## config.mk

```make
export PLATFORM = sky130hd
export DESIGN_NAME = column_scheduler_flat
export DESIGN_NICKNAME = d
export VERILOG_FILES = /design/src/rtl/column_scheduler_if.sv /design/src/rtl/column_scheduler.sv /design/src/flat_wrapper.sv
export SDC_FILE = /design/constraint.sdc
export NUM_CORES = 1
export LEC_CHECK = 0
export CAP_MARGIN = 0
export CORE_UTILIZATION = 55
export CTS_CLUSTER_DIAMETER = 50
export DETAILED_ROUTE_END_ITERATION = 10
export GPL_ROUTABILITY_DRIVEN = 0
export HOLD_SLACK_MARGIN = 0.02
export MAX_ROUTING_LAYER = met4
export PLACE_DENSITY = 0.71
export SKIP_CTS_REPAIR_TIMING = 1
export SYNTH_ARGS = -nofsm -noshare
export SYNTH_HDL_FRONTEND = slang
export SYNTH_SLANG_ARGS = --single-unit
```

## constraint.sdc

```tcl
create_clock -name clock -period 14.9 [get_ports clock]
set_input_delay 1.49 -clock clock [delete_from_list [all_inputs] [get_ports clock]]
set_output_delay 1.49 -clock clock [all_outputs]
set_load 0.005 [all_outputs]
```

## src/rtl/column_scheduler_if.sv

```systemverilog
// column_scheduler_if: control/status bundle between the game top level, the scheduler and its columns
interface column_scheduler_if #(
  parameter int NUM_COLUMNS = 4
);
  logic                   start;
  logic [NUM_COLUMNS-1:0] col_correct;
  logic [NUM_COLUMNS-1:0] col_game_over;
  logic [NUM_COLUMNS-1:0] col_hold;
  logic                   fall_tick;
  logic [15:0]            score;
  logic [3:0]             level;
  logic [1:0]             state;
  logic                   game_over;
  modport master (
    output start, col_correct, col_game_over,
    input  col_hold, fall_tick, score, level, state, game_over
  );
  modport slave (
    input  start, col_correct, col_game_over,
    output col_hold, fall_tick, score, level, state, game_over
  );
endinterface

```

## src/rtl/column_scheduler.sv

```systemverilog
// column_scheduler: game sequencer, fall-tick generator and score/level keeper for falling-letter columns
module column_scheduler #(
  parameter int NUM_COLUMNS    = 4,
  parameter int BASE_PERIOD    = 50000000,
  parameter int PERIOD_STEP    = 5000000,
  parameter int MIN_PERIOD     = 10000000,
  parameter int SPAWN_GAP      = 25000000,
  parameter int HITS_PER_LEVEL = 10
) (
  input logic clock,
  input logic reset_signal,
  column_scheduler_if.slave bus
);
  localparam int NC = NUM_COLUMNS;
  typedef enum logic [1:0] {IDLE, STAGGER, PLAYING, OVER} state_t;
  state_t        state_q, state_d;
  logic [NC-1:0] hold_q, hold_d, corr_q, hit;
  logic [31:0]   tick_q, tick_d, gap_q, gap_d, hits_q, hits_d, hit_sum, step, period;
  logic [2:0]    idx_q, idx_d;
  logic [15:0]   score_q, score_d;
  logic [16:0]   score_sum;
  logic [3:0]    level_q, level_d, pop;
  logic          fall_q, fall_d, active, over_hit;
  // next-state, release sequencing, tick generation and scoring
  always_comb begin
    step      = 32'(level_q) * 32'(PERIOD_STEP);
    period    = step >= 32'(BASE_PERIOD - MIN_PERIOD) ? 32'(MIN_PERIOD) : 32'(BASE_PERIOD) - step;
    active    = state_q == STAGGER || state_q == PLAYING;
    hit       = bus.col_correct & ~corr_q & ~hold_q;
    over_hit  = active && |(bus.col_game_over & ~hold_q);
    pop       = '0;
    for (int i = 0; i < NC; i++) pop = pop + 4'(hit[i]);
    score_sum = {1'b0, score_q} + 17'(pop);
    hit_sum   = hits_q + 32'(pop);
    state_d   = state_q;
    hold_d    = hold_q;
    tick_d    = '0;
    gap_d     = gap_q;
    idx_d     = idx_q;
    score_d   = score_q;
    level_d   = level_q;
    hits_d    = hits_q;
    fall_d    = 1'b0;
    if (over_hit) begin
      state_d = OVER;
      hold_d  = '1;
    end else if (active) begin
      score_d = score_sum[16] ? 16'hFFFF : score_sum[15:0];
      hits_d  = hit_sum >= 32'(HITS_PER_LEVEL) ? hit_sum - 32'(HITS_PER_LEVEL) : hit_sum;
      level_d = (hit_sum >= 32'(HITS_PER_LEVEL) && level_q != 4'd15) ? level_q + 4'd1 : level_q;
      if (state_q == STAGGER) begin
        gap_d = gap_q + 32'd1;
        if (gap_q == 32'(SPAWN_GAP - 1)) begin
          gap_d  = '0;
          hold_d = hold_q & ~(NC'(1) << idx_q);
          idx_d  = idx_q + 3'd1;
          state_d = idx_q == 3'(NC - 1) ? PLAYING : STAGGER;
        end
      end else begin
        fall_d = tick_q >= period - 32'd1;
        tick_d = fall_d ? '0 : tick_q + 32'd1;
      end
    end else if (bus.start) begin
      state_d = NC == 1 ? PLAYING : STAGGER;
      hold_d  = ~NC'(1);
      gap_d   = '0;
      idx_d   = 3'd1;
      score_d = '0;
      level_d = '0;
      hits_d  = '0;
    end
  end
  // state and counter registers with synchronous reset
  always_ff @(posedge clock) begin
    if (reset_signal) begin
      state_q <= IDLE;
      hold_q  <= '1;
      corr_q  <= '0;
      tick_q  <= '0;
      gap_q   <= '0;
      hits_q  <= '0;
      idx_q   <= '0;
      score_q <= '0;
      level_q <= '0;
      fall_q  <= 1'b0;
    end else begin
      state_q <= state_d;
      hold_q  <= hold_d;
      corr_q  <= bus.col_correct;
      tick_q  <= tick_d;
      gap_q   <= gap_d;
      hits_q  <= hits_d;
      idx_q   <= idx_d;
      score_q <= score_d;
      level_q <= level_d;
      fall_q  <= fall_d;
    end
  end
  assign bus.col_hold  = hold_q;
  assign bus.fall_tick = fall_q;
  assign bus.score     = score_q;
  assign bus.level     = level_q;
  assign bus.state     = state_q;
  assign bus.game_over = state_q == OVER;
endmodule

```

## src/flat_wrapper.sv

```systemverilog
// flat-port wrapper written by rule: the top's interface ports become plain ports
module column_scheduler_flat 
#(
  parameter int NUM_COLUMNS    = 4,
  parameter int BASE_PERIOD    = 50000000,
  parameter int PERIOD_STEP    = 5000000,
  parameter int MIN_PERIOD     = 10000000,
  parameter int SPAWN_GAP      = 25000000,
  parameter int HITS_PER_LEVEL = 10
)
  (clock, reset_signal, bus_start, bus_col_correct, bus_col_game_over, bus_col_hold, bus_fall_tick, bus_score, bus_level, bus_state, bus_game_over);
  column_scheduler_if #(.NUM_COLUMNS(NUM_COLUMNS)) bus_i ();
  input logic clock;
  input logic reset_signal;
  input wire logic [$bits(bus_i.start)-1:0] bus_start;
  input wire logic [$bits(bus_i.col_correct)-1:0] bus_col_correct;
  input wire logic [$bits(bus_i.col_game_over)-1:0] bus_col_game_over;
  output wire logic [$bits(bus_i.col_hold)-1:0] bus_col_hold;
  output wire logic [$bits(bus_i.fall_tick)-1:0] bus_fall_tick;
  output wire logic [$bits(bus_i.score)-1:0] bus_score;
  output wire logic [$bits(bus_i.level)-1:0] bus_level;
  output wire logic [$bits(bus_i.state)-1:0] bus_state;
  output wire logic [$bits(bus_i.game_over)-1:0] bus_game_over;
  assign bus_i.start = bus_start;
  assign bus_i.col_correct = bus_col_correct;
  assign bus_i.col_game_over = bus_col_game_over;
  assign bus_col_hold = bus_i.col_hold;
  assign bus_fall_tick = bus_i.fall_tick;
  assign bus_score = bus_i.score;
  assign bus_level = bus_i.level;
  assign bus_state = bus_i.state;
  assign bus_game_over = bus_i.game_over;
  column_scheduler #(.NUM_COLUMNS(NUM_COLUMNS), .BASE_PERIOD(BASE_PERIOD), .PERIOD_STEP(PERIOD_STEP), .MIN_PERIOD(MIN_PERIOD), .SPAWN_GAP(SPAWN_GAP), .HITS_PER_LEVEL(HITS_PER_LEVEL)) u_core (.clock(clock), .reset_signal(reset_signal), .bus(bus_i));
endmodule
```

==> metrics, run 1 <==
status completed; gr ovfl total 0; worst vdd ir 152.0 uV; CTS sink count 130; worst hold path class reg2reg; YS warnings 0; Vias per Instance 6.150; crit path max fanout 32; io pins 39; met1 Usage GRT 35.90%; R2R setup slack 6.31 ns; Worst Hold Endpoint u_core.tick_q[0]$_SDFF_PP0_; DRT Pass-1 Iters 6; Root Buffer clkbuf_16; Crit path required time 15.16 ns; gr busiest metal met2; wire length of the first global-routing pass 43,170 um; largest family of logic cells by synthesized area simple AND/OR/NAND/NOR gates; die area 19,500 um^2; core area 18,270 um^2; endpoints failing setup 0; Ant. Diodes 0; Util after Layout 63.06%; GR Layer Usage met2 43.80%; R2R cell count 27; post-route design area 11,520 um^2; RSZ-0062 raised after global routing no; Synth Area in Adders 9.484%; Main synth FF type dfxtp_1; Worst Path Arrival 8.85 ns; post-synthesis mux area share 1.104%; Layout area overhead 10.54%; gr usage total 27.56%; worst-margin pin slew 1.055 ns; M3 GR Usage 4.577%; nets@finish 1,422; Total Wirelength 25,430 um; number of synthesized register bits 130; H-Tree Depth 4; skew final 0.01511 ns; Chip Width 139.7 um; simple-gate portion of the synthesized area 29.23%; R2R Path Start u_core.bus.level[2]$_SDFFE_PP0P_; Fin Setup TNS 0 ns; gate count of the mapped netlist 1,327; Initial Util 57.05%; WL/cell 16.13 um; Pleak 4.449 nW; final critical path time including I/O delays and setup 8.588 ns; relative max-transition margin 29.67%; register area share after synthesis 24.97%; largest net degree at the start of global routing 33; placed inst area 10,880 um^2; Port-buffer cells 38; Synth async-reset ratio 0%; XOR/XNOR Fraction of Synth Area 10.67%; number of global-route vias before repair 9,008; MaxCap Viol Count 0; Worst-path clk slew 0.06 ns; DRT iter0 DRCs 727; CP Capture Type flop; pwr dens 167.2 nW/um^2; post-synth top area cell dfxtp_1; Tot Pwr 1.926 mW; Yosys cell types 95; crit start category flop; Area contributors post-synth dfxtp_1, ha_1, xnor2_1; fin crit share 57.64%; ratio of cells with drive above 1 in the final layout 6.602%; deepest clock path buffer count 2; Vias 9,699; Routed Antenna Nets 0; hold violation count in the final report 0; area of the mapped netlist 10,420 um^2; compound-gate portion of the synthesized area 20.10%; die height 139.7 um; WS Path Type reg2reg; Yosys top cell area share 24.97%; DRC 0; capturing point of the worst reg2reg path u_core.tick_q[2]$_SDFF_PP0_; initial antenna violation count 0; max frequency 116.4 MHz; Hold Crit Start u_core.tick_q[0]$_SDFF_PP0_; Mean Syn Cell Area 7.854 um^2; Post-DP HPWL 18,640 um; EDFF count, synth 0; num rows 49; TritonCTS buffer count 17; Worst-Skew Late Latency 0.43 ns; WHS Path Cells 1; Max Slew Vio Count 0; CTS tree done
-- worst max path at each step --
stage	to	slack [ns]	startpoint	depth (start not counted)
6_report	u_core.tick_q[2]$_SDFF_PP0_	6.31	u_core.bus.level[2]$_SDFFE_PP0P_	27
3_5_place_dp	u_core.tick_q[24]$_SDFF_PP0_	6.37	u_core.bus.level[2]$_SDFFE_PP0P_	27
4_1_cts	u_core.tick_q[2]$_SDFF_PP0_	6.27	u_core.bus.level[2]$_SDFFE_PP0P_	27
2_1_floorplan	u_core.tick_q[10]$_SDFF_PP0_	7.32	u_core.bus.level[2]$_SDFFE_PP0P_	33
5_1_grt	u_core.tick_q[5]$_SDFF_PP0_	5.53	u_core.bus.level[2]$_SDFFE_PP0P_	27
3_3_place_gp	u_core.tick_q[10]$_SDFF_PP0_	6.68	u_core.bus.level[2]$_SDFFE_PP0P_	31
-- layout by cell type, fill, tap and decap left out, types with 17 or more instances in the layout --
master           instances
nor2b_1                 21
xnor2_1                 69
nand4_1                 31
clkbuf_16               17
a21oi_1                 67
dfxtp_1                130
a21o_1                  26
clkdlybuf4s50_1         38
nand2_1                129
ha_1                    71
o21ai_0                 56
or3_1                   22
nand3_1                 59
nor2_1                 130
and2_1                  18
and3_1                  26
xor2_1                  58
nor3_1                  35
inv_1                   48
-- Yosys cell counts, types with 9 or more instances --
library cell,instances
nor2_1,132
dfxtp_1,130
nand2_1,129
ha_1,71
xnor2_1,69
a21oi_1,67
nand3_1,59
xor2_1,58
o21ai_0,56
inv_1,48
clkbuf_1,37
nor3_1,35
nand4_1,31
a21o_1,26
and3_1,26
or3_1,22
nor2b_1,21
and2_1,18
nor4_1,16
o211ai_1,16
a22o_1,14
nand2b_1,14
and4_1,13
a211oi_1,11
a31oi_1,11
buf_2,10
nor3b_1,9
or2_2,9
or4_1,9
-- metrics by stage --
| step | worst slack (ns) | cells | hold WS, ns |
|---|---|---|---|
| finish | 6.312 | 1577 | 0.4848 |
| global route | 5.534 | 1577 | 0.5231 |
| CTS | 6.274 | 1577 | 0.4757 |
| detailed placement | 6.375 | 1545 | 0.4510 |
| global placement | 6.675 | 1545 | 0.4460 |
| floorplan | 7.323 | 1332 | 0.4302 |
-- routing by layer --
layer  part of all wire [%]  vias up
met5                      0        -
met4                    1.5        0
met3                    4.6       37
met2                     46      239
met1                     48     4597
li1                       -     4826
-- critical path: stages (launching register included) --
cell and delay (ns):
dfxtp_1 0.64, inv_1 0.21, ha_1 0.38, fa_1 0.51
inv_1 0.04, ha_1 0.37, a211oi_1 0.15, or4b_2 0.70
and3_1 0.22, nor2_1 0.31, o41ai_1 0.15, a211oi_1 0.24
o211a_1 0.50, and2_1 0.20, ha_1 0.23, nand2b_1 0.13
a211o_1 0.27, or3_1 0.44, nor3_2 0.25, xnor2_1 0.14
nand2_1 0.07, ha_1 0.31, nand4_1 0.11, or2_2 0.32
a2111oi_0 0.37, o22a_1 0.20, or3_1 0.81, nor2_1 0.14
-- final cells by class --
cell class	count	area, um^2
Sequential cell	130	2603
Inverter	48	180.2
Clock buffer	19	442.9
Fill cell	1655	6749
Timing Repair Buffer	43	417.9
Clock inverter	13	197.7
Tap cell	229	286.5
Multi-Input combinational cell	1095	7393
-- flip-flops by register name, summed over array words and instances (netlist names) --
name / cells
u_core.bus.state: 2
u_core.hits_q: 32
u_core.bus.fall_tick: 1
u_core.idx_q: 3
u_core.tick_q: 32
u_core.bus.level: 4
u_core.corr_q: 4
u_core.bus.score: 16
u_core.gap_q: 32
u_core.bus.col_hold: 4
-- cell families (layout without fill, tap and decap cells) --
| group | Yosys count | after routing |
|---|---|---|
| muxes | 11 | 11 |
| other | 1 | 6 |
| and+or+nand+nor | 576 | 576 |
| xor gates and xnor gates | 127 | 127 |
| DFF | 130 | 130 |
| AOI/OAI and AO/OA | 299 | 299 |
| adders and majority gates | 76 | 76 |
| buffers and inverters | 107 | 123 |
-- report_power, final --
part	leakage [nW]	internal, mW	switching, mW
clock	0.309	0.288	0.172
combinational	3.09	0.385	0.617
sequential	1.05	0.388	0.0759
Note: power is estimated with default switching activity, not from simulation.
==> inputs of run 2 (changes only) <==
==> constraint.sdc (replaced) <==
create_clock -name clock -period 8.2 [get_ports clock]
set_input_delay 0.82 -clock clock [delete_from_list [all_inputs] [get_ports clock]]
set_output_delay 0.82 -clock clock [all_outputs]
set_load 0.005 [all_outputs]
==> metrics, run 2 (synthesis results as in run 1) <==
io pins 39 (unchanged); number of global-route vias before repair 8,863 (was 9,008); hold violation count in the final report 0 (unchanged); R2R setup slack 0.45 ns (was 6.31 ns); Routed Antenna Nets 0 (unchanged); status completed (unchanged); die height 139.7 um (unchanged); DRT Pass-1 Iters 5 (was 6); final critical path time including I/O delays and setup 7.750 ns (was 8.588 ns); wire length of the first global-routing pass 43,010 um (was 43,170 um); largest net degree at the start of global routing 44 (was 33); biggest regs u_core.gap_q: 32 flops, u_core.hits_q: 32 flops, u_core.tick_q: 32 flops (unchanged); Worst path slowest cell dfxtp_1 (was or3_1); most frequent cells in the layout nor2_1, dfxtp_1, nand2_1, ha_1, xnor2_1 (unchanged); Ant. Diodes 0 (unchanged); Total Wirelength 25,560 um (was 25,430 um); num rows 49 (unchanged); crit start category flop (unchanged); nets@finish 1,426 (was 1,422); worst hold path class reg2reg (unchanged); relative max-transition margin 26.95% (was 29.67%); Root Buffer clkbuf_16 (unchanged); Worst-Skew Late Latency 0.43 ns (about the same); die area 19,500 um^2 (unchanged); TritonCTS buffer count 17 (unchanged); post-route design area 11,510 um^2 (was 11,520 um^2); pwr dens 298.2 nW/um^2 (was 167.2 nW/um^2); area occupied by multi-input gates 7398 um^2 (was 7393 um^2); gr ovfl total 0 (unchanged); ratio of cells with drive above 1 in the final layout 7.027% (was 6.602%); WS Path Type reg2reg (unchanged); Worst-path clk slew 0.06 ns (about the same); skew final 0.01681 ns (was 0.01511 ns); Pleak 4.448 nW (was 4.449 nW); max frequency 129.0 MHz (was 116.4 MHz); gr usage total 27.51% (was 27.56%); DRC 0 (unchanged); Post-DP HPWL 18,620 um (was 18,640 um); Worst Path Arrival 8.10 ns (was 8.85 ns); worst-margin pin slew 1.093 ns (was 1.055 ns); CTS tree done (unchanged); most frequent CP cell ha_1 (unchanged); FILL cells 1,654 (was 1,655); Vias per Instance 6.141 (was 6.150); initial antenna violation count 0 (unchanged); H-Tree Depth 4 (unchanged); RSZ-0062 raised after global routing no (unchanged); worst vdd ir 196.9 uV (was 152.0 uV); Vias 9,709 (was 9,699); CTS sink count 130 (unchanged); Port-buffer cells 38 (unchanged); Crit path required time 8.55 ns (was 15.16 ns); MaxCap Viol Count 0 (unchanged); DRT iter0 DRCs 682 (was 727); crit path max fanout 19 (was 32); WL/cell 16.16 um (was 16.13 um); Layout area overhead 10.41% (was 10.54%); Initial Util 57.05% (unchanged); Tot Pwr 3.432 mW (was 1.926 mW); register area 2603 um^2 (unchanged); placed inst area 10,910 um^2 (was 10,880 um^2); deepest clock path buffer count 2 (unchanged); Fin Setup TNS 0 ns (unchanged); Max Slew Vio Count 0 (unchanged); Util after Layout 62.98% (was 63.06%); final worst slack 0.4500 ns (was 6.312 ns); Placement Setup Slack 0.3372 ns (was 6.375 ns); core area 18,270 um^2 (unchanged); Max stage delay on crit path 0.55 ns (was 0.81 ns); endpoints failing setup 0 (unchanged); Chip Width 139.7 um (unchanged); CP Capture Type flop (unchanged); fin crit share 94.51% (was 57.64%)
-- run 2: cell types whose count changed in the layout (fill, tap and decap cells not counted) --
cell        change
clkinv_2        +1
or3_4           +1
clkinvlp_4      +1
buf_4           +4
clkbuf_1        -1
clkinv_8        +1
clkbuf_8        -1
clkinv_4        -3
bufinv_16       -3
inv_8           +5
or3_1           -1
-- run 2: where the power goes --
group          switching, mW  internal (mW)  total (mW)
clock network          0.337          0.434       0.771
registers              0.136          0.705       0.841
logic                   1.12          0.704        1.82
-- run 2: critical path, delay by kind of cell, from the launching register on --
kind / cells / cell delay, ns
compound gates: 14 / 2.75
fa+ha+maj: 6 / 1.73
simple gates: 10 / 2.41
flops: 1 / 0.55
buf+inv: 1 / 0.24
-- run 2: final timing paths --
path	cells after the start	from	end
worst max-delay path	31	u_core.bus.level[1]$_SDFFE_PP0P_	u_core.tick_q[2]$_SDFF_PP0_
worst min register to register	1	u_core.tick_q[0]$_SDFF_PP0_	u_core.tick_q[0]$_SDFF_PP0_
worst max register to register	31	u_core.bus.level[1]$_SDFFE_PP0P_	u_core.tick_q[2]$_SDFF_PP0_
worst min-delay path	1	u_core.tick_q[0]$_SDFF_PP0_	u_core.tick_q[0]$_SDFF_PP0_
-- run 2: final cells by class --
cell class              instances  share of cell area [%]
clock buffers                  17                   3.697
clock inverters                15                   1.446
inverters                      48                   1.566
multi-input cells            1095                   64.29
flip-flops and latches        130                   22.62
well taps                     229                   2.490
repair buffers                 47                   3.893
-- run 2: stage by stage --
stage	hold WS, ns	cells
after floorplan	0.4302	1332
after detailed placement	0.4586	1549
after global placement	0.4424	1549
final	0.4682	1581
after global routing	0.4904	1581
after CTS	0.4718	1581
-- run 2: per-layer routing --
| metal | track usage (%) | up-vias | wire [um] |
|---|---|---|---|
| met4 | 8.097 | 0 | 468 |
| li1 | - | 4831 | - |
| met5 | - | - | 0 |
| met2 | 44.25 | 276 | 11630 |
| met3 | 3.889 | 38 | 1213 |
| met1 | 35.83 | 4564 | 12240 |
